### src/rtl/calc_pkg.sv
// rtl/calc_pkg.sv - shared types and constants for the calculator operand sequencer.
package calc_pkg;

  localparam int WIDTH = 16;

  localparam logic [WIDTH-1:0] SAT_POS = 16'h7FFF;
  localparam logic [WIDTH-1:0] SAT_NEG = 16'h8000;

  typedef enum logic [1:0] {
    IDLE  = 2'd0,
    GOT_A = 2'd1,
    EXEC  = 2'd2,
    HOLD  = 2'd3
  } state_t;

  typedef struct packed {
    logic [WIDTH-1:0] sum;
    logic             carry;
    logic             ovf;
  } result_t;

endpackage

### src/rtl/calc_addsub_core.sv
// rtl/calc_addsub_core.sv - combinational 16-bit add/subtract with carry and signed overflow.
// Saturating result when CALC_SAT_EN is defined.
module calc_addsub_core
  import calc_pkg::*;
(
  input  logic [WIDTH-1:0] a,
  input  logic [WIDTH-1:0] b,
  input  logic             sub,
  output logic [WIDTH-1:0] sum,
  output logic             carry,
  output logic             ovf
);

  logic [WIDTH-1:0] bx;
  logic [WIDTH:0]   full;

  // Subtraction is A + ~B + 1, so carry means "no borrow".
  assign bx    = sub ? ~b : b;
  assign full  = {1'b0, a} + {1'b0, bx} + {{WIDTH{1'b0}}, sub};
  assign carry = full[WIDTH];
  assign ovf   = (a[WIDTH-1] == bx[WIDTH-1]) && (full[WIDTH-1] != a[WIDTH-1]);

`ifdef CALC_SAT_EN
  always_comb begin
    sum = full[WIDTH-1:0];
    if (ovf) sum = a[WIDTH-1] ? SAT_NEG : SAT_POS;
  end
`else
  assign sum = full[WIDTH-1:0];
`endif

endmodule

### src/rtl/calc_operand_seq.sv
// rtl/calc_operand_seq.sv - pairs operand words as A then B, launches one add/sub per pair.
// Optional saturation via CALC_SAT_EN (implemented in calc_addsub_core).
module calc_operand_seq
  import calc_pkg::*;
#(
  parameter int WIDTH         = 16,
  parameter bit CHAIN_DEFAULT = 1'b0
) (
  input  logic             clk,
  input  logic             rst_n,
  input  logic             in_valid,
  output logic             in_ready,
  input  logic [WIDTH-1:0] in_data,
  input  logic             op_sub,
  input  logic             chain,
  input  logic             clear,
  output logic             out_valid,
  input  logic             out_ready,
  output logic [WIDTH-1:0] out_sum,
  output logic             out_carry,
  output logic             out_ovf
);

  state_t           state, state_next;
  logic             ready_st;
  logic             xfer;
  logic [WIDTH-1:0] a_reg, b_reg, held, a_op;
  logic             sub_reg;
  logic             chain_en;
  result_t          res;
  result_t          core_res;

  assign in_ready = ready_st & rst_n;
  assign xfer     = in_valid & in_ready;
  assign a_op     = chain_en ? held : a_reg;

  calc_addsub_core u_core (
    .a     (a_op),
    .b     (b_reg),
    .sub   (sub_reg),
    .sum   (core_res.sum),
    .carry (core_res.carry),
    .ovf   (core_res.ovf)
  );

  always_ff @(posedge clk or negedge rst_n) begin
    if (!rst_n) state <= IDLE;
    else        state <= state_next;
  end

  always_comb begin
    state_next = state;
    ready_st   = 1'b0;
    case (state)
      IDLE: begin
        ready_st = 1'b1;
        if (in_valid) state_next = chain ? EXEC : GOT_A;
      end
      GOT_A: begin
        ready_st = 1'b1;
        if (in_valid) state_next = EXEC;
      end
      EXEC:    state_next = HOLD;
      HOLD:    if (out_ready) state_next = IDLE;
      default: state_next = IDLE;
    endcase
    if (clear) state_next = IDLE;
  end

  // chain_en selects the held result as operand A for the pending operation.
  always_ff @(posedge clk or negedge rst_n) begin
    if (!rst_n) begin
      a_reg     <= '0;
      b_reg     <= '0;
      sub_reg   <= 1'b0;
      chain_en  <= CHAIN_DEFAULT;
      held      <= '0;
      res       <= '0;
      out_valid <= 1'b0;
    end else if (clear) begin
      a_reg     <= '0;
      chain_en  <= CHAIN_DEFAULT;
      held      <= '0;
      res       <= '0;
      out_valid <= 1'b0;
    end else begin
      case (state)
        IDLE: begin
          if (xfer) begin
            if (chain) begin
              b_reg    <= in_data;
              sub_reg  <= op_sub;
              chain_en <= 1'b1;
            end else begin
              a_reg    <= in_data;
              chain_en <= 1'b0;
            end
          end
        end
        GOT_A: begin
          if (xfer) begin
            b_reg   <= in_data;
            sub_reg <= op_sub;
          end
        end
        EXEC: begin
          res       <= core_res;
          held      <= core_res.sum;
          out_valid <= 1'b1;
        end
        HOLD: begin
          if (out_ready) out_valid <= 1'b0;
        end
        default: ;
      endcase
    end
  end

  assign out_sum   = res.sum;
  assign out_carry = res.carry;
  assign out_ovf   = res.ovf;

endmodule

### config.mk
export PLATFORM = sky130hd
export DESIGN_NAME = calc_operand_seq
export DESIGN_NICKNAME = d
export VERILOG_FILES = /design/src/rtl/calc_pkg.sv /design/src/rtl/calc_addsub_core.sv /design/src/rtl/calc_operand_seq.sv
export SDC_FILE = /design/constraint.sdc
export NUM_CORES = 1
export LEC_CHECK = 0
export ABC_AREA = 1
export CELL_PAD_IN_SITES_DETAIL_PLACEMENT = 0
export CELL_PAD_IN_SITES_GLOBAL_PLACEMENT = 1
export CORE_MARGIN = 5
export CORE_UTILIZATION = 46
export CTS_BUF_LIST = sky130_fd_sc_hd__clkbuf_8
export CTS_CLUSTER_SIZE = 30
export DETAILED_ROUTE_END_ITERATION = 8
export PLACE_DENSITY_LB_ADDON = 0.1
export SLEW_MARGIN = 30
export SYNTH_ARGS = -nofsm -noshare
export SYNTH_HDL_FRONTEND = slang
export SYNTH_SLANG_ARGS = --single-unit
### constraint.sdc
create_clock -name clk -period 4 [get_ports clk]
set_input_delay 0.4 -clock clk [delete_from_list [all_inputs] [get_ports clk]]
set_output_delay 0.4 -clock clk [all_outputs]
set_load 0.03 [all_outputs]
After elaboration in Yosys (flattened, before gate mapping). Index checks and enable logic that the tools add are counted.

Register bits after elaboration: 71. Output and inout port bits: 20. Word-level logic and storage cells: 73.

Add/sub/neg operators: 2. Equal/unequal tests: 12. Muxes and demuxes: 32. Bitwise operators: 4. Reductions and logical operators: 13.

Operator list (number): two-way mux 16 bit (11); two-way mux 18 bit (2); case mux 16 bit (2 select lines) (1); adder 16 x 16 -> 17 bit (1); adder 17 x 1 -> 17 bit (1); NOT 16 bit (1); two-way mux 1 bit (10); two-way mux 2 bit (5); != test 3 bit, second input constant (3); case mux 2 bit (4 select lines) (1); nonzero test 2 bit (4); != test 2 bit, second input constant (3); AND reduction 3 bit (2); AND reduction 5 bit (1); == test 2 bit, second input constant (2); case mux 1 bit (2 select lines) (2); AND reduction 2 bit (2); nonzero test 3 bit (1); bitwise AND 1 bit (2); == test 2 x 1 -> 1 bit, second input constant (1); zero test 2 bit (1); != test 2 x 1 -> 1 bit, second input constant (1); OR reduction 2 bit (1); == test 1 bit (1); 3 further kinds (3).

Logic depth before layout (Yosys ltp).
Depth in word-level cells: 8. Depth in mapped cells: 16. Mapped depth without buffers: 16.

Cells and area by module. From an unflattened synthesis, not the netlist that was laid out.

Cells, all modules: 478. Area total of the unflattened synthesis: 3676.0 µm².

By module, submodules not included: calc_operand_seq (times used 1, cells an instance 305, area each 2591.2 µm²); calc_addsub_core (times used 1, cells an instance 173, area each 1084.8 µm²).

Least setup slack after synthesis. No wires, ideal clock.

Kind: reg-to-reg. Start: reg chain_en. End: reg res, in the netlist out_ovf. Library setup time: 0.117 ns. Arrival time: 2.086 ns. Required time: 3.883 ns. Path slack: 1.796 ns. Stages on the path, launching flop included: 16. Buffers on the path: 2. Period minus slack after synthesis: 2.204 ns. Cells stage by stage: dfrtp_1 clkbuf_1 clkbuf_1 nand2_1 o21ai_0 ha_1 nand2_1 inv_1 a21oi_1 nand2_2 nand2_2 nand2_4 nand2_4 nand3_1 nand3_1 nand2_1.

Cells in the longest elaborated chain, start to end: 7. Elaborated cells on any way between the ends: 8. Classes of those cells: 2 x add/sub; 2 x eq/ne; 3 x mux; 1 x reduce/logical.

Ends and longest elaborated chain: start: declaration (line calc_operand_seq.sv:29) `logic chain_en;`; start signal: assignment (line calc_operand_seq.sv:76) `chain_en <= CHAIN_DEFAULT;`; start signal: assignment (line calc_operand_seq.sv:82) `chain_en <= CHAIN_DEFAULT;`; start signal: assignment (line calc_operand_seq.sv:93) `chain_en <= 1'b1;`; two-way mux 16 bit (*) (line calc_operand_seq.sv:35) `assign a_op = chain_en ? held : a_reg;`; adder 16 x 16 -> 17 bit (line calc_addsub_core.sv:19) `assign full = {1'b0, a} + {1'b0, bx} + {{WIDTH{1'b0}}, sub};`; adder 17 x 1 -> 17 bit (line calc_addsub_core.sv:19); != test 1 bit (line calc_addsub_core.sv:21) `assign ovf = (a[WIDTH-1] == bx[WIDTH-1]) && (full[WIDTH-1] != a[WIDTH-1]);`; logical AND 1 bit (*) (line calc_addsub_core.sv:21); two-way mux 18 bit (*) (line calc_operand_seq.sv:87) `case (state)`; two-way mux 18 bit (*) (line calc_operand_seq.sv:80) `end else if (clear) begin`; end signal: assignment (line calc_operand_seq.sv:107) `res <= core_res;`; end: declaration (line calc_operand_seq.sv:30) `result_t res;`.

Every way passes the cells marked *; elsewhere a longest branch is shown, timed or not. The select of a mux whose other input is x is not followed. A chain may end at the register's enable or synchronous reset.

Final worst setup path.
Start: reg sub_reg. End: reg res, in the netlist out_carry.

Cells in the longest elaborated chain, start to end: 5.

Ends and longest elaborated chain: start: declaration (line calc_operand_seq.sv:28) `logic sub_reg;`; start signal: assignment (line calc_operand_seq.sv:92) `sub_reg <= op_sub;`; start signal: assignment (line calc_operand_seq.sv:103) `sub_reg <= op_sub;`; two-way mux 16 bit (line calc_addsub_core.sv:18) `assign bx = sub ? ~b : b;`; adder 16 x 16 -> 17 bit (line calc_addsub_core.sv:19); adder 17 x 1 -> 17 bit (*) (line calc_addsub_core.sv:19); two-way mux 18 bit (*) (line calc_operand_seq.sv:87); two-way mux 18 bit (*) (line calc_operand_seq.sv:80).

Marked as above.

==> metrics <==
Fillers 710; drt first pass iters 4; Initial Util 46.6%; fmax 0.375 GHz; CTS tree built; CORE AREA 0.00718 mm^2; count of hold-fix buffers inserted at cts 0; worst-skew pair later-pin latency 310 ps; ant diodes 0; CTS max path bufs 2; HPWL Detailed 5.82 mm; initial DRC count 91; CTS Sinks 55; clk root buf clkbuf_8; Clock Skew 6.25 ps; run status finished clean; Layout area overhead 17.4%; final net count 503; Synth area leader dfrtp_1; Final Slew Violations 0; commonest non-fill, non-tap cell in the layout nand2_1; setup TNS 0 ps; min-delay worst type in2async; largest net degree at the start of global routing 56; DIE WIDTH 95.3 um; PostCTS Resize Cnt 0; WP data arrival 2920 ps; vias in the first global route 2,892; total CTS buffers 5; Synth top area share 41.1%; commonest non-fill, non-tap cells in the layout 100 x nand2_1, 58 x inv_1, 54 x dfrtp_1; Netlist cell types 35; GPL Wtd Cong 0.848; total track usage 19.2%; Detailed Route WL 7.86 mm; Post-Synthesis Cells 423; worst path required time 4250 ps; Peak VDD IR 0.000295 V; Syn. warnings 0; die area 0.00908 mm^2; antenna violations before repair 0; synthesized flop and latch total 55; Max-Cap Viols 0; syn_nets 466; wire length per cell 14.0 um; final setup vio count 0; Routed Antenna Nets 0; Worst setup EP type flop; port bufs 42; crit path max fanout 17; static leakage 0.00196 uW; Overall Power 2870 uW; Reg clk slew, reported paths 100 ps; Tmin final 2670 ps; Seq/Total Area, Yosys 41.1%; Synth area leaders dfrtp_1 41%, nand2_1 11%, ha_1 7.1%; Syn Area/Cell 7.91 um^2; final hold violations 0; Worst Max-Slew Pin Slew 937 ps; layout cell share with drive strength beyond 1 6.51%; Remaining DRCs 0; total number of vias 2,788; row cnt 31; worst rel slew slack 37.5%; Top Ports 43; Vias/cell 4.98; Synth Cell Area 0.00335 mm^2; Die H 95.3 um; first-pass GRT wire length 13.7 mm; unrepaired setup endpoints after global routing no; H-tree levels 2; total gr overflow 0; Worst Setup Path Type reg2reg; final worst path period share 66.6%; post-CTS setup buffers 0; Power Dens Cells 730 mW/mm^2; CP startpoint kind flop
metrics by stage:
step,setup slack (ps),area (um^2),hold WS (ps),util [%],instances
2_1_floorplan,1800,3350,104,-,423
3_5_place_dp,1210,3820,471,53.3,552
4_1_cts,1190,3930,273,54.7,560
5_1_grt,1100,3930,329,54.7,560
6_report,1330,3930,264,54.7,560
3_3_place_gp,1300,3820,471,53.3,552
power breakdown:
| group | switching [uW] | total [uW] | leakage, uW | internal (uW) |
|---|---|---|---|---|
| registers | 189 | 919 | 0.000732 | 729 |
| logic | 991 | 1610 | 0.00117 | 619 |
| clock network | 183 | 339 | 0.0000557 | 156 |
logic make-up after synthesis:
family | count (synthesis) | share of synthesized area, %
flip-flops | 55 | 41.1
AND/OR/NAND/NOR | 152 | 19.9
AO/OA/AOI/OAI | 96 | 15.8
XOR/XNOR | 23 | 6.02
multiplexers | 1 | 0.337
buffers and inverters | 76 | 9.09
adder cells (fa/ha/maj) | 20 | 7.70
layer usage:
metal  track usage [%]  vias to the layer above  wire length [um]
li1                  -                     1442                 -
met1              27.6                     1286              4050
met2              29.4                       52              3460
met3              3.55                        8               275
met4              5.53                        0                73
met5                 0                        -                 0
layout make-up:
cell class | count | area, um^2 | share of cell area (%)
multi-input cells | 292 | 1670 | 42.4
well taps | 99 | 124 | 3.15
repair buffers | 43 | 423 | 10.8
inverters | 63 | 236 | 6.02
clock buffers | 7 | 96.3 | 2.45
flip-flops and latches | 55 | 1380 | 35.1
clock inverters | 1 | 3.75 | 0.0956
final timing paths:
path | from | endpoint | slack, ps | depth (start not counted)
worst max-delay path | sub_reg | out_carry | 1330 | 14
worst min-delay path | rst_n | b_reg[5] | 260 | 2
worst max register to register | sub_reg | out_carry | 1330 | 14
worst min register to register | out_ovf | out_ovf | 490 | 2
max in group asynchronous | rst_n | chain_en | 3240 | 2
min in group clk | out_ovf | out_ovf | 490 | 2
cells in the mapped netlist:
cell        n
a211oi_1    1
a21o_1      2
a21oi_1    18
a21oi_2     1
a22o_1      1
buf_2       6
buf_4       1
buf_6       1
clkbuf_1    5
clkinv_1    1
dfrtp_1    55
fa_1        1
ha_1       19
inv_1      57
inv_2       5
mux2_1      1
nand2_1   100
nand2_2     5
nand2_4     2
nand3_1    18
nand3_4     1
nand4_1     3
nor2_1     16
nor2_2      4
nor4_2      1
o21a_1      1
o21ai_0    21
o21ai_1    31
o21ai_2     1
o21bai_1    2
o22ai_1    16
o31ai_1     1
or2_1       2
xnor2_1     6
xor2_1     17
worst max-delay path, stage by stage, from the launching register on:
cell and delay (ps):
dfrtp_1 970, or2_1 220, nand2_1 90, fa_1 410, inv_1 100, nand3_1 60
nand2_1 140, nand2_1 70, nand2_1 100, nand3_1 80, nand2_1 120, nand3_1 70
nand2_1 60, nand2_1 40, nand2_1 70
(Power assumes the default switching activity.)
